### config.mk
export PLATFORM = sky130hd
export DESIGN_NAME = data_memory_arbiter_flat
export DESIGN_NICKNAME = d
export VERILOG_FILES = /design/src/rtl/mips_mem_pkg.sv /design/src/rtl/data_memory_arbiter_if.sv /design/src/rtl/mem_addr_check.sv /design/src/rtl/data_memory_arbiter.sv /design/src/flat_wrapper.sv
export SDC_FILE = /design/constraint.sdc
export NUM_CORES = 1
export LEC_CHECK = 0
export CAP_MARGIN = 0
export CORE_AREA = 2 2 119 121
export CTS_CLUSTER_SIZE = 14
export DETAILED_ROUTE_END_ITERATION = 10
export DIE_AREA = 0 0 121 123
export GPL_TIMING_DRIVEN = 1
export MAX_ROUTING_LAYER = met4
export PLACE_DENSITY_LB_ADDON = 0.12
export SKIP_CTS_REPAIR_TIMING = 1
export SLEW_MARGIN = 5
export SYNTH_ARGS = -nofsm -noshare
export SYNTH_HDL_FRONTEND = slang
export SYNTH_SLANG_ARGS = --single-unit
### constraint.sdc
create_clock -name clk -period 5.6 [get_ports clk]
set_input_delay 1.4 -clock clk [delete_from_list [all_inputs] [get_ports clk]]
set_output_delay 1.4 -clock clk [all_outputs]
set_load 0.005 [all_outputs]
### src/rtl/mips_mem_pkg.sv
// Shared constants for the data-memory arbiter: FSM state encoding, data segment base, word-alignment mask.
// Latency: n/a (package only).
// Backpressure: n/a (package only).
package mips_mem_pkg;

  // Arbiter FSM state encoding
  localparam logic [1:0] ARB          = 2'd0;  // only state that issues grants
  localparam logic [1:0] CPU_RD_WAIT  = 2'd1;  // CPU load data returning from RAM
  localparam logic [1:0] HOST_RD_WAIT = 2'd2;  // host read data returning from RAM

  // Default base byte address of the CPU data segment
  localparam logic [31:0] DATA_BASE_DEFAULT = 32'h1001_0000;

  // Low address bits that must be zero for a word access
  localparam logic [31:0] WORD_ALIGN_MASK = 32'h0000_0003;

endpackage

### src/rtl/data_memory_arbiter_if.sv
// Bus bundle between requesters (CPU, host), the arbiter and the data RAM.
// Latency: n/a (wires only).
// Backpressure: n/a; the slave modport is the arbiter's view, master is the environment's view.
//   cpu_*  : CPU load/store request, grant, stall and load return
//   host_* : host debug/loader request, grant and read return
//   mem_*  : single-port RAM strobes, address, write data and read data
//   addr_err_o : sticky illegal-access flag
interface data_memory_arbiter_if #(
  parameter int unsigned DATA_WIDTH = 32
);

  logic                  cpu_req_i;
  logic                  cpu_we_i;
  logic [31:0]           cpu_addr_i;
  logic [DATA_WIDTH-1:0] cpu_wdata_i;
  logic                  cpu_gnt_o;
  logic                  cpu_rvalid_o;
  logic [DATA_WIDTH-1:0] cpu_rdata_o;
  logic                  cpu_stall_o;

  logic                  host_req_i;
  logic                  host_we_i;
  logic [31:0]           host_addr_i;
  logic [DATA_WIDTH-1:0] host_wdata_i;
  logic                  host_gnt_o;
  logic                  host_rvalid_o;
  logic [DATA_WIDTH-1:0] host_rdata_o;

  logic                  mem_we_o;
  logic                  mem_re_o;
  logic [31:0]           mem_addr_o;
  logic [DATA_WIDTH-1:0] mem_wdata_o;
  logic [DATA_WIDTH-1:0] mem_rdata_i;

  logic                  addr_err_o;

  modport slave (
    input  cpu_req_i, cpu_we_i, cpu_addr_i, cpu_wdata_i,
    output cpu_gnt_o, cpu_rvalid_o, cpu_rdata_o, cpu_stall_o,
    input  host_req_i, host_we_i, host_addr_i, host_wdata_i,
    output host_gnt_o, host_rvalid_o, host_rdata_o,
    output mem_we_o, mem_re_o, mem_addr_o, mem_wdata_o,
    input  mem_rdata_i,
    output addr_err_o
  );

  modport master (
    output cpu_req_i, cpu_we_i, cpu_addr_i, cpu_wdata_i,
    input  cpu_gnt_o, cpu_rvalid_o, cpu_rdata_o, cpu_stall_o,
    output host_req_i, host_we_i, host_addr_i, host_wdata_i,
    input  host_gnt_o, host_rvalid_o, host_rdata_o,
    input  mem_we_o, mem_re_o, mem_addr_o, mem_wdata_o,
    output mem_rdata_i,
    input  addr_err_o
  );

endinterface

### src/rtl/mem_addr_check.sv
// Range and word-alignment check of a RAM byte offset.
// Latency: combinational.
// Backpressure: none.
//   offset_i : RAM byte offset
//   legal_o  : 1 when offset is inside the RAM and word aligned
module mem_addr_check
  import mips_mem_pkg::*;
#(
  parameter int unsigned MEMORY_DEPTH = 256
) (
  input  logic [31:0] offset_i,
  output logic        legal_o
);

  localparam logic [31:0] BYTE_LIMIT = 32'(MEMORY_DEPTH * 4);

  assign legal_o = (offset_i < BYTE_LIMIT) && ((offset_i & WORD_ALIGN_MASK) == 32'd0);

endmodule

### src/rtl/data_memory_arbiter.sv
// Shares the single-port data RAM between the CPU load/store path and the host debug/loader port.
// Latency: grant and RAM strobes in the request cycle; read data returns one cycle later with rvalid.
// Backpressure: CPU is stalled while it lacks the RAM or awaits load data; host holds its request until granted.
//   clk, reset : system clock; reset is asynchronous and active-low
//   bus        : cpu_*, host_*, mem_* and addr_err_o (see data_memory_arbiter_if)
module data_memory_arbiter
  import mips_mem_pkg::*;
#(
  parameter int unsigned DATA_WIDTH    = 32,
  parameter int unsigned MEMORY_DEPTH  = 256,
  parameter logic [31:0] DATA_BASE     = DATA_BASE_DEFAULT,
  parameter int unsigned HOST_WAIT_MAX = 4
) (
  input  logic                  clk,
  input  logic                  reset,
  data_memory_arbiter_if.slave  bus
);

  localparam int unsigned          CNT_W     = $clog2(HOST_WAIT_MAX + 1);
  localparam logic [CNT_W-1:0]     CNT_MAX   = CNT_W'(HOST_WAIT_MAX);
  localparam logic [DATA_WIDTH-1:0] ZERO_WORD = '0;

  logic [1:0]       state_q, state_d;
  logic [CNT_W-1:0] host_wait_cnt_q, host_wait_cnt_d;
  logic             addr_err_q, addr_err_d;
  logic             rd_bad_q, rd_bad_d;   // pending read was illegal: return zero

  logic [31:0] cpu_off;
  logic        cpu_legal, host_legal;
  logic        in_arb, host_wins, cpu_gnt, host_gnt;

  // Data segment offset; addresses below the base wrap to huge offsets and fail the range check
  assign cpu_off = bus.cpu_addr_i - DATA_BASE;

  mem_addr_check #(.MEMORY_DEPTH(MEMORY_DEPTH)) u_cpu_chk (
    .offset_i (cpu_off),
    .legal_o  (cpu_legal)
  );

  mem_addr_check #(.MEMORY_DEPTH(MEMORY_DEPTH)) u_host_chk (
    .offset_i (bus.host_addr_i),
    .legal_o  (host_legal)
  );

  // CPU has priority unless the host has already lost HOST_WAIT_MAX contended cycles
  assign in_arb    = (state_q == ARB);
  assign host_wins = bus.host_req_i & (~bus.cpu_req_i | (host_wait_cnt_q == CNT_MAX));
  assign cpu_gnt   = reset & in_arb & bus.cpu_req_i & ~host_wins;
  assign host_gnt  = reset & in_arb & host_wins;

  assign bus.cpu_gnt_o  = cpu_gnt;
  assign bus.host_gnt_o = host_gnt;

  // RAM drive: strobes are suppressed for illegal accesses but the grant still happens
  always_comb begin
    bus.mem_we_o    = 1'b0;
    bus.mem_re_o    = 1'b0;
    bus.mem_addr_o  = 32'd0;
    bus.mem_wdata_o = ZERO_WORD;
    if (cpu_gnt) begin
      bus.mem_we_o    = cpu_legal & bus.cpu_we_i;
      bus.mem_re_o    = cpu_legal & ~bus.cpu_we_i;
      bus.mem_addr_o  = cpu_off;
      bus.mem_wdata_o = bus.cpu_wdata_i;
    end else if (host_gnt) begin
      bus.mem_we_o    = host_legal & bus.host_we_i;
      bus.mem_re_o    = host_legal & ~bus.host_we_i;
      bus.mem_addr_o  = bus.host_addr_i;
      bus.mem_wdata_o = bus.host_wdata_i;
    end
  end

  // Stall holds the PC; in CPU_RD_WAIT the load completes and the PC advances at this edge
  always_comb begin
    bus.cpu_stall_o = 1'b0;
    case (state_q)
      ARB:          bus.cpu_stall_o = (bus.cpu_req_i & ~cpu_gnt) | (cpu_gnt & ~bus.cpu_we_i);
      CPU_RD_WAIT:  bus.cpu_stall_o = 1'b0;
      HOST_RD_WAIT: bus.cpu_stall_o = bus.cpu_req_i;
      default:      bus.cpu_stall_o = 1'b0;
    endcase
    bus.cpu_stall_o = bus.cpu_stall_o & reset;
  end

  // Read return: rvalid follows the state register, so a reset mid-read drops it at once
  assign bus.cpu_rvalid_o  = (state_q == CPU_RD_WAIT);
  assign bus.host_rvalid_o = (state_q == HOST_RD_WAIT);
  assign bus.cpu_rdata_o   = (state_q == CPU_RD_WAIT  && !rd_bad_q) ? bus.mem_rdata_i : ZERO_WORD;
  assign bus.host_rdata_o  = (state_q == HOST_RD_WAIT && !rd_bad_q) ? bus.mem_rdata_i : ZERO_WORD;
  assign bus.addr_err_o    = addr_err_q;

  always_comb begin
    state_d         = ARB;
    rd_bad_d        = 1'b0;
    host_wait_cnt_d = host_wait_cnt_q;
    addr_err_d      = addr_err_q | (cpu_gnt & ~cpu_legal) | (host_gnt & ~host_legal);

    if (cpu_gnt && !bus.cpu_we_i) begin
      state_d  = CPU_RD_WAIT;
      rd_bad_d = ~cpu_legal;
    end else if (host_gnt && !bus.host_we_i) begin
      state_d  = HOST_RD_WAIT;
      rd_bad_d = ~host_legal;
    end

    // Count contended host losses in ARB; hold through wait states
    if (host_gnt || !bus.host_req_i) begin
      host_wait_cnt_d = '0;
    end else if (in_arb) begin
      host_wait_cnt_d = (host_wait_cnt_q == CNT_MAX) ? CNT_MAX : host_wait_cnt_q + 1'b1;
    end
  end

  always_ff @(posedge clk or negedge reset) begin
    if (!reset) begin
      state_q         <= ARB;
      host_wait_cnt_q <= '0;
      addr_err_q      <= 1'b0;
      rd_bad_q        <= 1'b0;
    end else begin
      state_q         <= state_d;
      host_wait_cnt_q <= host_wait_cnt_d;
      addr_err_q      <= addr_err_d;
      rd_bad_q        <= rd_bad_d;
    end
  end

endmodule

### src/flat_wrapper.sv
// flat-port wrapper written by rule: the top's interface ports become plain ports
module data_memory_arbiter_flat import mips_mem_pkg::*;
#(
  parameter int unsigned DATA_WIDTH    = 32,
  parameter int unsigned MEMORY_DEPTH  = 256,
  parameter logic [31:0] DATA_BASE     = DATA_BASE_DEFAULT,
  parameter int unsigned HOST_WAIT_MAX = 4
)
  (clk, reset, bus_cpu_req_i, bus_cpu_we_i, bus_cpu_addr_i, bus_cpu_wdata_i, bus_cpu_gnt_o, bus_cpu_rvalid_o, bus_cpu_rdata_o, bus_cpu_stall_o, bus_host_req_i, bus_host_we_i, bus_host_addr_i, bus_host_wdata_i, bus_host_gnt_o, bus_host_rvalid_o, bus_host_rdata_o, bus_mem_we_o, bus_mem_re_o, bus_mem_addr_o, bus_mem_wdata_o, bus_mem_rdata_i, bus_addr_err_o);
  data_memory_arbiter_if #(.DATA_WIDTH(DATA_WIDTH)) bus_i ();
  input  logic clk;
  input  logic reset;
  input wire logic [$bits(bus_i.cpu_req_i)-1:0] bus_cpu_req_i;
  input wire logic [$bits(bus_i.cpu_we_i)-1:0] bus_cpu_we_i;
  input wire logic [$bits(bus_i.cpu_addr_i)-1:0] bus_cpu_addr_i;
  input wire logic [$bits(bus_i.cpu_wdata_i)-1:0] bus_cpu_wdata_i;
  output wire logic [$bits(bus_i.cpu_gnt_o)-1:0] bus_cpu_gnt_o;
  output wire logic [$bits(bus_i.cpu_rvalid_o)-1:0] bus_cpu_rvalid_o;
  output wire logic [$bits(bus_i.cpu_rdata_o)-1:0] bus_cpu_rdata_o;
  output wire logic [$bits(bus_i.cpu_stall_o)-1:0] bus_cpu_stall_o;
  input wire logic [$bits(bus_i.host_req_i)-1:0] bus_host_req_i;
  input wire logic [$bits(bus_i.host_we_i)-1:0] bus_host_we_i;
  input wire logic [$bits(bus_i.host_addr_i)-1:0] bus_host_addr_i;
  input wire logic [$bits(bus_i.host_wdata_i)-1:0] bus_host_wdata_i;
  output wire logic [$bits(bus_i.host_gnt_o)-1:0] bus_host_gnt_o;
  output wire logic [$bits(bus_i.host_rvalid_o)-1:0] bus_host_rvalid_o;
  output wire logic [$bits(bus_i.host_rdata_o)-1:0] bus_host_rdata_o;
  output wire logic [$bits(bus_i.mem_we_o)-1:0] bus_mem_we_o;
  output wire logic [$bits(bus_i.mem_re_o)-1:0] bus_mem_re_o;
  output wire logic [$bits(bus_i.mem_addr_o)-1:0] bus_mem_addr_o;
  output wire logic [$bits(bus_i.mem_wdata_o)-1:0] bus_mem_wdata_o;
  input wire logic [$bits(bus_i.mem_rdata_i)-1:0] bus_mem_rdata_i;
  output wire logic [$bits(bus_i.addr_err_o)-1:0] bus_addr_err_o;
  assign bus_i.cpu_req_i = bus_cpu_req_i;
  assign bus_i.cpu_we_i = bus_cpu_we_i;
  assign bus_i.cpu_addr_i = bus_cpu_addr_i;
  assign bus_i.cpu_wdata_i = bus_cpu_wdata_i;
  assign bus_cpu_gnt_o = bus_i.cpu_gnt_o;
  assign bus_cpu_rvalid_o = bus_i.cpu_rvalid_o;
  assign bus_cpu_rdata_o = bus_i.cpu_rdata_o;
  assign bus_cpu_stall_o = bus_i.cpu_stall_o;
  assign bus_i.host_req_i = bus_host_req_i;
  assign bus_i.host_we_i = bus_host_we_i;
  assign bus_i.host_addr_i = bus_host_addr_i;
  assign bus_i.host_wdata_i = bus_host_wdata_i;
  assign bus_host_gnt_o = bus_i.host_gnt_o;
  assign bus_host_rvalid_o = bus_i.host_rvalid_o;
  assign bus_host_rdata_o = bus_i.host_rdata_o;
  assign bus_mem_we_o = bus_i.mem_we_o;
  assign bus_mem_re_o = bus_i.mem_re_o;
  assign bus_mem_addr_o = bus_i.mem_addr_o;
  assign bus_mem_wdata_o = bus_i.mem_wdata_o;
  assign bus_i.mem_rdata_i = bus_mem_rdata_i;
  assign bus_addr_err_o = bus_i.addr_err_o;
  data_memory_arbiter #(.DATA_WIDTH(DATA_WIDTH), .MEMORY_DEPTH(MEMORY_DEPTH), .DATA_BASE(DATA_BASE), .HOST_WAIT_MAX(HOST_WAIT_MAX)) u_core (.clk(clk), .reset(reset), .bus(bus_i));
endmodule
==> results <==
==> per-stage QoR <==
| step | cells | instance area (µm²) | utilization (%) |
|---|---|---|---|
| after floorplan | 291 | 1986 | - |
| after global placement | 774 | 5356 | 39.35 |
| after detailed placement | 774 | 5356 | 39.35 |
| after CTS | 778 | 5436 | 39.94 |
| after global routing | 779 | 5461 | 40.12 |
| final | 779 | 5461 | 40.12 |
==> path summary, 6_finish.rpt <==
| kind | endpoint | slack, ns | cells after the start | startpoint |
|---|---|---|---|---|
| max | bus_mem_re_o | 0.23 | 11 | bus_cpu_addr_i[16] |
| min | u_core.bus.addr_err_o$_DFF_PN0_ | 0.52 | 2 | u_core.bus.addr_err_o$_DFF_PN0_ |
| max reg2reg | u_core.bus.addr_err_o$_DFF_PN0_ | 3.88 | 9 | u_core.host_wait_cnt_q[0]$_DFFE_PN0P_ |
| min reg2reg | u_core.bus.addr_err_o$_DFF_PN0_ | 0.52 | 2 | u_core.bus.addr_err_o$_DFF_PN0_ |
| max in group asynchronous | u_core.host_wait_cnt_q[0]$_DFFE_PN0P_ | 3.88 | 2 | reset |
| min in group asynchronous | u_core.host_wait_cnt_q[2]$_DFFE_PN0P_ | 1.38 | 1 | reset |
==> layout by cell type (no fill, tap or decap), drive strengths merged, types with 4 or more instances in the layout <==
| master | synthesis | layout |
|---|---|---|
| and2 | 64 | 64 |
| inv | 7 | 7 |
| nor3 | 9 | 9 |
| dfrtp | 7 | 7 |
| a22o | 52 | 52 |
| clkdlybuf4s50 | 0 | 300 |
| nand3 | 4 | 4 |
| nand2 | 22 | 22 |
| buf | 5 | 27 |
| xor2 | 5 | 5 |
| a21oi | 7 | 7 |
| nor2 | 10 | 10 |
| o21ai | 19 | 19 |
| nor4 | 10 | 10 |
| nand4 | 5 | 5 |
| nor2b | 5 | 5 |
| ha | 5 | 5 |
| xnor2 | 9 | 9 |
==> flip-flops by register name, summed over array words and instances (netlist names) <==
name,count
u_core.bus.addr_err_o,1
u_core.rd_bad_q,1
u_core.host_wait_cnt_q,3
u_core.state_q,2
==> metal layers <==
metal	vias up	track usage, %
met5	-	-
met4	0	2.980
met3	8	4.659
met2	176	31.21
met1	1568	19.31
li1	1683	-
==> synthesized netlist by cell type (4+ instances only) <==
| library cell | instances |
|---|---|
| and2_1 | 64 |
| nand3_1 | 4 |
| xnor2_1 | 9 |
| inv_1 | 7 |
| buf_1 | 4 |
| clkbuf_1 | 20 |
| nand4_1 | 5 |
| nor4_1 | 10 |
| o21ai_0 | 19 |
| a22o_1 | 51 |
| nor2b_1 | 5 |
| ha_1 | 5 |
| a21oi_1 | 7 |
| nor3_1 | 8 |
| nand2_1 | 22 |
| dfrtp_1 | 7 |
| xor2_1 | 5 |
| nor2_1 | 10 |
==> layout make-up <==
| type | instances | share of cell area (%) |
|---|---|---|
| inverter | 8 | 0.5498 |
| sequential | 7 | 3.207 |
| antenna | 1 | 0.04582 |
| clock buffer | 3 | 1.375 |
| tap | 180 | 4.124 |
| multi-input combinational | 251 | 31.23 |
| clock inverter | 1 | 0.09164 |
| timing repair buffer | 328 | 59.38 |
==> cells by family after synthesis <==
family	after synthesis	share of synthesized area, %
buffers and inverters	33	6.301
and+or+nand+nor	143	41.65
AOI/OAI and AO/OA	89	33.90
xor gates and xnor gates	14	6.175
adders and majority gates	5	3.151
DFF	7	8.822
==> report_power, final <==
group          internal, µW  leakage, µW  switching [µW]
combinational           222      0.00195             113
clock                  93.8    0.0000409            28.6
sequential             54.0    0.0000895            2.75
total                   370      0.00208             144
==> critical path, stage by stage <==
cell and delay [ns]:
clkdlybuf4s50_1 0.48, inv_1 0.06, ha_1 0.20, buf_4 0.15, o21bai_1 0.17, buf_4 0.15
a311oi_1 0.25, a31oi_1 0.10, nor4_2 0.30, a22o_1 0.19, clkdlybuf4s50_1 0.51
==> impl_summary.log <==
[metrics] portion of synthesized cell area occupied by the leading cell type: 22.50%
[metrics] buffer depth of the longest clock path: 2
[metrics] Max Freq: 186.2 MHz
[metrics] status: completed
[metrics] max-slew violation total from the final report: 0
[metrics] amount of wire on met3 after detailed routing: 1.194 mm
[metrics] EDFF count, synth: 0
[metrics] antenna-violating nets left: 0
[metrics] main area contributors after synthesis: a22o_1 (22%), and2_1 (20%), dfrtp_1 (8.8%), o21ai_0 (4.8%), nand2_1 (4.2%)
[metrics] maximum number of pins on one net before global-route repair: 68
[metrics] TritonCTS clock tree: built
[metrics] clk sink count: 7
[metrics] PD cells: 94.05 mW/mm²
[metrics] Final Cycle Share: 95.89%
[metrics] min setup slack post-route: 0.2299 ns
[metrics] first drt pass iteration count: 4
[metrics] register clock-pin slew on the reported worst setup and hold paths: 0.04 ns
[metrics] normalized max-slew margin: 72.76%
[metrics] length of routed wiring on met1: 5.384 mm
[metrics] number of setup violations in the final report: 0
[metrics] area used by sequential logic in the layout: 175.2 µm²
[metrics] setup repair after global routing missed its margin: no
[metrics] number of flip-flops and latches in the synthesized netlist: 7
[metrics] horizontal die dimension: 121 µm
[metrics] Max rail drop VDD: 0.00007541 V
[metrics] static leakage power: 0.002076 µW
[metrics] transition time at the pin with the least slew margin: 0.4048 ns
[metrics] Hold Slack: 0.5182 ns
[metrics] hpwl dp: 11.96 mm
[metrics] latest clock arrival within the worst-skew pair: 0.23 ns
[metrics] most frequently used flop master after synthesis: dfrtp_1
[metrics] H-tree levels: 1
[metrics] cell count after synthesis: 291
[metrics] count of endpoints failing hold in the final timing report: 0
[metrics] Global Route Usage Sum: 17.27%
[metrics] total wire length after detailed routing: 13.89 mm
[metrics] uppermost signal routing layer after detailed routing: met4
[metrics] Root Buffer: clkbuf_16
[metrics] Mapped Area: 0.001986 mm²
[metrics] endpoint kind of the worst setup timing path: primary output
[metrics] per-instance average area after synthesis: 6.824 µm²
[metrics] number of global-route vias before repair: 3351
[metrics] Total Nets Final: 770
[metrics] setup TNS: 0 ns
[metrics] fraction of registers with async set or reset after synthesis: 100.0%
[metrics] DR WL/cell: 17.82 µm
[metrics] total grt overflow: 0
[metrics] Post-Place Setup Slack: -0.1547 ns
[metrics] Multi-input gate area: 0.001705 mm²
[metrics] number of DRC markers after the initial detailed-route iteration: 89
[metrics] critical path launch point type: primary input
[metrics] warnings from Yosys: 0
[metrics] initial antenna violation count: 1
[metrics] net count after synthesis: 462
[metrics] area of the die: 0.01488 mm²
[metrics] via/cell ratio: 4.409
[metrics] fill count: 1428
[metrics] proportion of layout cells with a drive suffix above 1: 6.689%
[metrics] global placer's final weighted congestion: 0.8653
[metrics] global-route wire length before repair: 19.07 mm
[metrics] Die Span Y: 123 µm
[metrics] post-synthesis cell type count: 42
[metrics] number of port buffers: 301
[metrics] routed length on met2: 7.170 mm
[metrics] via count: 3435
[metrics] maximum fanout count along the critical path: 4
[metrics] TritonCTS Buffers: 3
[metrics] Overall Power: 513.6 µW
[metrics] DRC Markers: 0
[metrics] final period demand of the worst path: 5.370 ns
[metrics] Post-Route Skew: 0.0002198 ns
[metrics] starting density of the core: 14.59%
[metrics] fraction of the yosys area taken by sequential cells: 8.822%
[metrics] # Max-Cap Violations: 0
[metrics] type of the worst min-delay path: reg2reg
[metrics] worst setup path class: in2out
[metrics] number of top-level design ports: 302
[metrics] crit path DAT: 3.97 ns
[metrics] number of rows in the core area: 43
[metrics] synth-to-layout area growth: 175.0%
[metrics] core box area: 0.01361 mm²
[metrics] critical path data required time: 4.20 ns
[metrics] post-synth top area cell: a22o_1
Power figures use the tool's default switching activity.
